**src/rtl/trng_pkg.sv**
```systemverilog
// Shared types for the TRNG generator: FSM states and conditioning mode encoding.
package trng_pkg;

  typedef enum logic [1:0] {
    ST_IDLE    = 2'd0,
    ST_COLLECT = 2'd1,
    ST_STALL   = 2'd2,
    ST_FAIL    = 2'd3
  } state_e;

  typedef enum logic {
    MODE_LFSR = 1'b0,
    MODE_VN   = 1'b1
  } mode_e;

endpackage

```
**src/rtl/trng_health_src.sv**
```systemverilog
// Entropy source: 3-bit ring model, entropy select and repetition-count health test.
module trng_health_src #(
  parameter logic [2:0] RO_SEED   = 3'b001,
  parameter int         REP_LIMIT = 8
) (
  input  logic clk,
  input  logic reset,
  input  logic ext_ent_en,
  input  logic ext_ent,
  output logic ent,
  output logic trip
);

  localparam int RW = $clog2(REP_LIMIT + 1);

  logic [2:0]    ro_q, ro_d;
  logic          last_q, last_d;
  logic [RW-1:0] run_q, run_d;

  always_comb begin
    ro_d   = {ro_q[1:0], ro_q[2] ^ ro_q[1]};
    ent    = ext_ent_en ? ext_ent : ro_q[0];
    last_d = ent;
    if (ent != last_q)
      run_d = RW'(1);
    else if (run_q == RW'(REP_LIMIT))
      run_d = run_q;
    else
      run_d = run_q + RW'(1);
    // Trip as the REP_LIMIT-th identical sample is registered; the flag lands next cycle.
    trip = (run_d == RW'(REP_LIMIT));
  end

  always_ff @(posedge clk or posedge reset) begin
    if (reset) begin
      ro_q   <= RO_SEED;
      last_q <= 1'b0;
      run_q  <= RW'(1);
    end else begin
      ro_q   <= ro_d;
      last_q <= last_d;
      run_q  <= run_d;
    end
  end

endmodule

```
**src/rtl/trng_gen.sv**
```systemverilog
// TRNG word generator: LFSR-conditioned or von Neumann whitened bits packed into
// WIDTH-bit words behind a one-entry valid/ready output buffer.
//
// state   | meaning
// IDLE    | not collecting; partial word and count retained
// COLLECT | one entropy sample per cycle while en is high
// STALL   | full word held, waiting for the output buffer to free
// FAIL    | health test tripped; output suppressed until reset
module trng_gen
  import trng_pkg::*;
#(
  parameter int                  WIDTH     = 8,
  parameter int                  LFSR_LEN  = 16,
  parameter logic [LFSR_LEN-1:0] LFSR_TAPS = LFSR_LEN'(16'hB400),
  parameter logic [LFSR_LEN-1:0] LFSR_SEED = LFSR_LEN'(1),
  parameter logic [2:0]          RO_SEED   = 3'b001,
  parameter int                  REP_LIMIT = 8
) (
  input  logic             clk,
  input  logic             reset,
  input  logic             en,
  input  logic             mode,
  input  logic             ext_ent_en,
  input  logic             ext_ent,
  output logic [WIDTH-1:0] rand_out,
  output logic             rand_valid,
  input  logic             rand_ready,
  output logic             health_fail
);

  localparam int CW = $clog2(WIDTH);

  state_e              state_q, state_d;
  logic [CW-1:0]       cnt_q, cnt_d;
  logic [WIDTH-1:0]    col_q, col_d;
  logic [LFSR_LEN-1:0] lfsr_q, lfsr_d;
  logic [WIDTH-1:0]    out_q, out_d;
  logic                valid_q, valid_d;
  logic                fail_q, fail_d;
  logic                vn_have_q, vn_have_d;
  logic                vn_first_q, vn_first_d;

  logic             ent, trip;
  logic             collect, lfsr_fb, bit_vld, bit_val, word_done, buf_free;
  logic [WIDTH-1:0] col_shift;

  trng_health_src #(
    .RO_SEED  (RO_SEED),
    .REP_LIMIT(REP_LIMIT)
  ) u_src (
    .clk       (clk),
    .reset     (reset),
    .ext_ent_en(ext_ent_en),
    .ext_ent   (ext_ent),
    .ent       (ent),
    .trip      (trip)
  );

  always_comb begin
    collect = (state_q == ST_COLLECT) && en && !trip;
    lfsr_fb = ent ^ (^(lfsr_q & LFSR_TAPS));
    bit_vld = 1'b0;
    bit_val = 1'b0;
    if (collect) begin
      if (mode_e'(mode) == MODE_LFSR) begin
        bit_vld = 1'b1;
        bit_val = lfsr_fb;
      end else if (vn_have_q && (vn_first_q != ent)) begin
        bit_vld = 1'b1;
        bit_val = vn_first_q;
      end
    end
    word_done = bit_vld && (cnt_q == CW'(WIDTH - 1));
    buf_free  = !valid_q || rand_ready;
    col_shift = {col_q[WIDTH-2:0], bit_val};
  end

  always_comb begin
    state_d = state_q;
    case (state_q)
      ST_IDLE:    if (en) state_d = ST_COLLECT;
      ST_COLLECT: begin
        if (!en)
          state_d = ST_IDLE;
        else if (word_done && !buf_free)
          state_d = ST_STALL;
      end
      ST_STALL:   if (buf_free) state_d = ST_COLLECT;
      ST_FAIL:    state_d = ST_FAIL;
      default:    state_d = ST_IDLE;
    endcase
    if (trip) state_d = ST_FAIL;
  end

  always_comb begin
    lfsr_d     = lfsr_q;
    col_d      = col_q;
    cnt_d      = cnt_q;
    out_d      = out_q;
    valid_d    = valid_q;
    fail_d     = fail_q;
    vn_have_d  = 1'b0;
    vn_first_d = vn_first_q;

    if (valid_q && rand_ready) valid_d = 1'b0;

    if (collect) begin
      if (mode_e'(mode) == MODE_LFSR) begin
        lfsr_d = {lfsr_q[LFSR_LEN-2:0], lfsr_fb};
      end else if (!vn_have_q) begin
        vn_have_d  = 1'b1;
        vn_first_d = ent;
      end
      if (bit_vld) begin
        col_d = col_shift;
        cnt_d = cnt_q + CW'(1);
        if (word_done) begin
          cnt_d = '0;
          if (buf_free) begin
            out_d   = col_shift;
            valid_d = 1'b1;
            col_d   = '0;
          end
        end
      end
    end

    if ((state_q == ST_STALL) && buf_free) begin
      out_d   = col_q;
      valid_d = 1'b1;
      col_d   = '0;
    end

    if (trip || (state_q == ST_FAIL)) begin
      fail_d    = 1'b1;
      valid_d   = 1'b0;
      out_d     = '0;
      col_d     = '0;
      cnt_d     = '0;
      vn_have_d = 1'b0;
    end
  end

  always_ff @(posedge clk or posedge reset) begin
    if (reset) begin
      state_q    <= ST_IDLE;
      cnt_q      <= '0;
      col_q      <= '0;
      lfsr_q     <= LFSR_SEED;
      out_q      <= '0;
      valid_q    <= 1'b0;
      fail_q     <= 1'b0;
      vn_have_q  <= 1'b0;
      vn_first_q <= 1'b0;
    end else begin
      state_q    <= state_d;
      cnt_q      <= cnt_d;
      col_q      <= col_d;
      lfsr_q     <= lfsr_d;
      out_q      <= out_d;
      valid_q    <= valid_d;
      fail_q     <= fail_d;
      vn_have_q  <= vn_have_d;
      vn_first_q <= vn_first_d;
    end
  end

  assign rand_out    = out_q;
  assign rand_valid  = valid_q;
  assign health_fail = fail_q;

endmodule

```
**config.mk**
```make
export PLATFORM = sky130hd
export DESIGN_NAME = trng_gen
export DESIGN_NICKNAME = d
export VERILOG_FILES = /design/src/rtl/trng_pkg.sv /design/src/rtl/trng_health_src.sv /design/src/rtl/trng_gen.sv
export SDC_FILE = /design/constraint.sdc
export NUM_CORES = 1
export LEC_CHECK = 0
export CELL_PAD_IN_SITES_DETAIL_PLACEMENT = 0
export CELL_PAD_IN_SITES_GLOBAL_PLACEMENT = 1
export CORE_UTILIZATION = 40
export CTS_BUF_LIST = sky130_fd_sc_hd__clkbuf_2
export DETAILED_ROUTE_END_ITERATION = 16
export GPL_TIMING_DRIVEN = 0
export PLACE_DENSITY = 0.82
export SETUP_SLACK_MARGIN = 0.15
export SLEW_MARGIN = 5
export SYNTH_ARGS = -nofsm -noshare
export SYNTH_HDL_FRONTEND = slang
export SYNTH_HIERARCHICAL = 1
export SYNTH_SLANG_ARGS = --single-unit
```
**constraint.sdc**
```tcl
create_clock -name clk -period 2.3 [get_ports clk]
set_clock_uncertainty 0.05 [all_clocks]
set_input_delay 0.69 -clock clk [delete_from_list [all_inputs] [get_ports clk]]
set_output_delay 0.69 -clock clk [all_outputs]
set_load 0.005 [all_outputs]
```
# [Word-level counts from Yosys, hierarchy flattened]
# Index checks and enable logic that the tools add are counted.
[totals] word_cells=96 output_inout_bits=10 ff_bits=49 input_bits=7
[classes] bitwise=4 n_addsub=2 eq_ne=11 muxes=41 reduce_logical=26
[op_table] operator="$mux W8" count=12
[op_table] operator="$mux W1" count=17
[op_table] operator="$reduce_xor A16 Y1" count=1
[op_table] operator="$mux W3" count=4
[op_table] operator="$reduce_bool A3 Y1" count=4
[op_table] operator="$mux W2" count=5
[op_table] operator="$eq A4 B4 Y1 const B" count=2
[op_table] operator="$mux W4" count=2
[op_table] operator="$pmux W2 S4" count=1
[op_table] operator="$logic_and A1 B1 Y1" count=7
[op_table] operator="$ne A3 B3 Y1 const B" count=2
[op_table] operator="$reduce_and A2 Y1" count=3
[op_table] operator="$reduce_and A3 Y1" count=2
[op_table] operator="$add A4 B1 Y4 const B" count=1
[op_table] operator="$eq A2 B2 Y1 const B" count=2
[op_table] operator="$ne A4 B3 Y1 const B" count=1
[op_table] operator="$reduce_and A4 Y1" count=1
[op_table] operator="$reduce_bool A2 Y1" count=2
[op_table] operator="$add A3 B1 Y3 const B" count=1
[op_table] operator="$eq A3 B3 Y1 const B" count=1
[op_table] operator="$logic_not A1 Y1" count=3
[op_table] operator="$eq A2 B1 Y1 const B" count=1
[op_table] operator="$logic_not A2 Y1" count=1
[op_table] operator="$logic_or A1 B1 Y1" count=2
[op_table] operator="3 further kinds" count=6

# [Longest topological paths before layout]
[logic_depth] ltp_word=13 ltp_mapped=10 mapped_depth_nobuf=9

# [Hierarchy]
# Netlist, hierarchy kept.
[by_module_without_submodules] mod="trng_gen" n_inst=1 cells_each=146 area_per_inst_um2=1901.8 seq_area_each_um2=1027.2
[by_module_without_submodules] mod="trng_health_src" n_inst=1 cells_each=30 area_per_inst_um2=374.1 seq_area_each_um2=202.7

# [Least setup slack after synthesis]
# OpenSTA, ideal clock, no wires.
[synth_path] kind="input to register" from="input port ext_ent_en" to="register lfsr_q[10]" required_ns=2.122 t_arrival_ns=2.456 cell_stages=7 path_buffers=1 setup_ns=0.128 path_slack_ns=-0.334 path_cell_list="mux2_4 > xor2_2 > nor4_2 > nand4bb_2 > nor2_2 > buf_2 > mux2_1"
[synth_between] elab_chain_len=7
[synth_rtl] element="from (decl)" line_no="trng_gen.sv:23" text="input logic ext_ent_en,"
[synth_rtl] element="$mux W1" line_no="trng_health_src.sv:22" text="ent = ext_ent_en ? ext_ent : ro_q[0];"
[synth_rtl] element="$ne A1 B1 Y1" line_no="trng_health_src.sv:24" text="if (ent != last_q)"
[synth_rtl] element="$mux W4" line_no="trng_health_src.sv:24"
[synth_rtl] element="$eq A4 B4 Y1" line_no="trng_health_src.sv:31" text="trip = (run_d == RW'(REP_LIMIT));"
[synth_rtl] element="named net trip" line_no="trng_gen.sv:43" text="logic ent, trip;"
[synth_rtl] element="$logic_not A1 Y1" line_no="trng_gen.sv:60" text="collect = (state_q == ST_COLLECT) && en && !trip;"
[synth_rtl] element="$logic_and A1 B1 Y1" line_no="trng_gen.sv:60"
[synth_rtl] element="$reduce_and A2 Y1 (no line)"
[synth_rtl] element="to (signal assigned)" line_no="trng_gen.sv:159" text="lfsr_q <= lfsr_d;"
[synth_rtl] element="to (decl)" line_no="trng_gen.sv:36" text="logic [LFSR_LEN-1:0] lfsr_q, lfsr_d;"
# The timed path passes the listed nets, and every way through them passes these cells.
# A chain may end at the register's enable or synchronous reset.

# [Final worst setup path]
[layout_path] from="input port ext_ent_en" to="register col_q[1]"
[layout_between] elab_chain_len=13 word_cells_on_any_way=21 cone_classes="3 x eq/ne; 10 x mux; 8 x reduce/logical"
[layout_rtl] element="$mux W1 (*)" line_no="trng_health_src.sv:22"
[layout_rtl] element="named net ent" line_no="trng_gen.sv:43"
[layout_rtl] element="$ne A1 B1 Y1 (*)" line_no="trng_health_src.sv:24"
[layout_rtl] element="$mux W4 (*)" line_no="trng_health_src.sv:24"
[layout_rtl] element="$eq A4 B4 Y1 (*)" line_no="trng_health_src.sv:31"
[layout_rtl] element="named net trip" line_no="trng_gen.sv:43"
[layout_rtl] element="$logic_not A1 Y1" line_no="trng_gen.sv:60"
[layout_rtl] element="$logic_and A1 B1 Y1" line_no="trng_gen.sv:60"
[layout_rtl] element="$mux W1" line_no="trng_gen.sv:64" text="if (collect) begin"
[layout_rtl] element="$logic_and A1 B1 Y1" line_no="trng_gen.sv:73" text="word_done = bit_vld && (cnt_q == CW'(WIDTH - 1));"
[layout_rtl] element="$mux W8" line_no="trng_gen.sv:117" text="if (word_done) begin"
[layout_rtl] element="$mux W8" line_no="trng_gen.sv:114" text="if (bit_vld) begin"
[layout_rtl] element="$mux W8" line_no="trng_gen.sv:107" text="if (collect) begin"
[layout_rtl] element="$mux W8" line_no="trng_gen.sv:128" text="if ((state_q == ST_STALL) && buf_free) begin"
[layout_rtl] element="$mux W8" line_no="trng_gen.sv:134" text="if (trip || (state_q == ST_FAIL)) begin"
[layout_rtl] element="to (signal assigned)" line_no="trng_gen.sv:158" text="col_q <= col_d;"
[layout_rtl] element="to (decl)" line_no="trng_gen.sv:35" text="logic [WIDTH-1:0] col_q, col_d;"
# The timed path passes the listed nets; every way through them passes the cells marked *. The select of a mux whose other input is x is not followed.

==> results.toml <==
[timing]
max_freq_mhz = 410
whs_ns = 0.368
setup-violations-final = 34
finalCritPeriodShare_pct = 106
hold_viol = 0
layout_setup_ws_ns = -0.141
period_minus_slack_ns = 2.44
rsz0062_at_grt = "yes"
slew_headroom_pct = 66.3
tightest_slew_ns = 0.505
finalMaxSlewViolations = 0

[power]
power_density_nw_per_um2 = 906
leakage_nw = 1.30
ir_drop_mv = 0.408
p_total_w = 0.00263

[worst_setup_path]
critical_path_class = "input port to flop"
critical-path-max-stage-delay_ns = 0.33
worstPathMaxFanout = 8
critical_path_arrival_ns = 2.76
cp_slowest_cell = "mux2_4"
cp_data_required_time_ns = 2.62
startpoint_type = "input port"
worstSetupEndpointType = "flop"
crit_buf_inv = 2
path_delay_family = "simple AND/OR/NAND/NOR gates"
path_cells = "dlygate4sd2_1 -> mux2_4 -> xor2_4 -> nor4_4 -> nand4bb_4 -> a211oi_4 -> buf_6 -> nor3_4 -> a22o_1"

[flow_run]
maxCapViolCount = 0

[logic_synthesis]
syn_area_um2 = 2280
avgSynthCellArea_um2 = 12.9
syn_nets = 187
ys_ff_latch = 49
syn_inst = 176
yosysUniqueCellTypes = 46
synth_edf_count = 0
yosysWarningCount = 6
yosysSeqAreaShare_pct = 54.0
ys_dominant_reg_cell = "dfrtp_1"
async_reset_ff_share_pct = 100

[floorplan]
rows = 27
ios = 17
die-area_um2 = 6000
die_h_um = 77.4
coreArea_um2 = 5510
die_x_um = 77.4
initial_core_util_pct = 41.3

[grt]
grt_usage_pct = 15.9
grt_max_degree = 42
antenna_found_initial = 0
grt_pass1_vias = 1488
grt_overflow_total = 0
grt_pass1_wl_mm = 7.39

[placement]
numPortBuffers = 15
dp_hpwl_mm = 2.70
gp_congestion = 0.770
place_ws_ns = -0.936
placedCellCount = 264

[layout]
stdcell_count = 288
n_fill_cell = 484
drive_gt1_share_pct = 32.9
area_growth_pct = 27.8
final_core_util_pct = 52.8
antenna_cells = 0
nets = 226

[detailed_routing]
totalWireLength_mm = 4.13
drtIter0Drc = 81
drc_errors = 0
postRouteAntennaNets = 0
vias_per_cell = 5.15
wl_per_cell_um = 14.4
drt-pass1-iter-count = 4
num_vias = 1482

[clock_network]
hold_buffers = 0
cts.path.max_buffers = 2
cts-root-buf = "clkbuf_2"
cts_tree = "built"
htree_levels = 2
clk_latency_ns = 0.42
clock-sinks = 49
cts_buffers = 5
path_clk_slew_ns = 0.22

[status]
status = "finished with violations"
violations = "negative setup slack"

[worst_hold_path]
hp-class = "flop to flop"
-- registers in the layout, summed over array words and instances, names as in the netlist --
signal and flops:
u_src/last_q 1, vn_first_q 1, rand_out 8, col_q 8
u_src/run_q 4, lfsr_q 16, state_q 2, u_src/ro_q 3
health_fail 1, cnt_q 3, vn_have_q 1, rand_valid 1
-- path summary, 6_finish.rpt --
| path | to | slack [ns] | cells after the start | from |
|---|---|---|---|---|
| setup / recovery | col_q[1]$_DFFE_PP0P_ | -0.14 | 9 | ext_ent_en |
| hold / removal | u_src/ro_q[0]$_DFF_PP1_ | 0.37 | 1 | u_src/ro_q[2]$_DFF_PP0_ |
| setup reg to reg | col_q[1]$_DFFE_PP0P_ | -0.13 | 9 | u_src/run_q[0]$_DFF_PP1_ |
| hold reg to reg | u_src/ro_q[0]$_DFF_PP1_ | 0.37 | 1 | u_src/ro_q[2]$_DFF_PP0_ |
| max in group asynchronous | lfsr_q[0]$_DFFE_PP1P_ | 1.41 | 3 | reset |
| min in group asynchronous | u_src/run_q[1]$_DFF_PP0_ | 0.47 | 2 | reset |
-- cell usage after synthesis (all sizes together), types with 4 or more instances --
library cell   n  area, um^2
a211oi        15         150
a22o           8        70.1
buf            7        40.0
dfrtp         46        1150
ha             4        50.1
inv            5        18.8
mux2          17         195
mux2i          9        90.1
nand2          5        18.8
nand2b         6        37.5
nor2           7        28.8
nor2b          6        37.5
xnor2          4        35.0
-- power by group --
| part | leakage [nW] | internal [W] | switching, W |
|---|---|---|---|
| clock network | 0.0278 | 0.0000666 | 0.000263 |
| logic | 0.625 | 0.000602 | 0.000431 |
| registers | 0.645 | 0.00109 | 0.000180 |
| total | 1.30 | 0.00176 | 0.000873 |
-- layout by cell type (no fill, tap or decap), drive strengths merged, types with 2 or more instances in the layout --
cell type and instances:
clkinv 3, nand3b 2, o21ai 3, nor2 7, ha 4, nand2b 6, nand3 2, nor2b 6
a211oi 15, clkdlybuf4s50 12, dlygate4sd2 2, mux2i 9, xnor2 4, mux2 17, clkbuf 8, a21oi 3
inv 5, xor2 3, buf 22, a21o 2, dfrtp 46, dfstp 3, nand2 5, nor3b 3
nor3 2, a22o 8
-- worst reg2reg max path, stage by stage, from the launching register on --
cell and delay (ns):
dfstp_2 0.60, inv_2 0.05, ha_4 0.20, a211o_1 0.29, nor4_4 0.18, nand4bb_4 0.25
a211oi_4 0.08, buf_6 0.15, nor3_4 0.33, a22o_1 0.21
-- timing repair --
action | in CTS | in global routing
gates cloned | 0 | 1
setup buffers | 12 | 3
endpoints found under the setup margin | 37 | 40
resized for setup | 19 | 6
pin swaps | 17 | 2
-- through the flow --
step	area [um^2]	TNS (ns)
3_5_place_dp	2630	-30.88
6_report	2910	-2.53
4_1_cts	2850	-2.36
5_1_grt	2910	-6.58
2_1_floorplan	2370	-3.94
3_3_place_gp	2610	-42.08
-- cell families (layout without fill, tap and decap cells) --
kind of cell	after synthesis	after routing	share of synthesized area, %
multiplexers	26	26	12.5
buffers and inverters	13	53	2.75
flip-flops	49	49	54.0
AND/OR/NAND/NOR	39	39	10.6
AO/OA/AOI/OAI	37	37	13.9
XOR/XNOR	8	8	4.01
adder cells (fa/ha/maj)	4	4	2.20
-- per-layer routing --
layer,part of all wire [%],wire length [um],track usage [%],vias up
met5,0,0,0,-
met4,1.8,74,6.23,0
met3,3.2,133,3.29,8
met2,46,1910,22.3,23
met1,49,2020,23.9,732
li1,-,-,-,719
-- area by class of cell --
class,instances,area (um^2),area share (%)
flip-flops and latches,49,1230,42.3
inverters,5,18.8,0.645
well taps,72,90.1,3.10
multi-input cells,114,1140,39.1
clock inverters,3,12.5,0.430
plain buffers,8,65.1,2.24
clock buffers,5,25.0,0.860
repair buffers,32,332,11.4
No activity file was read; power rests on OpenSTA's default activity.
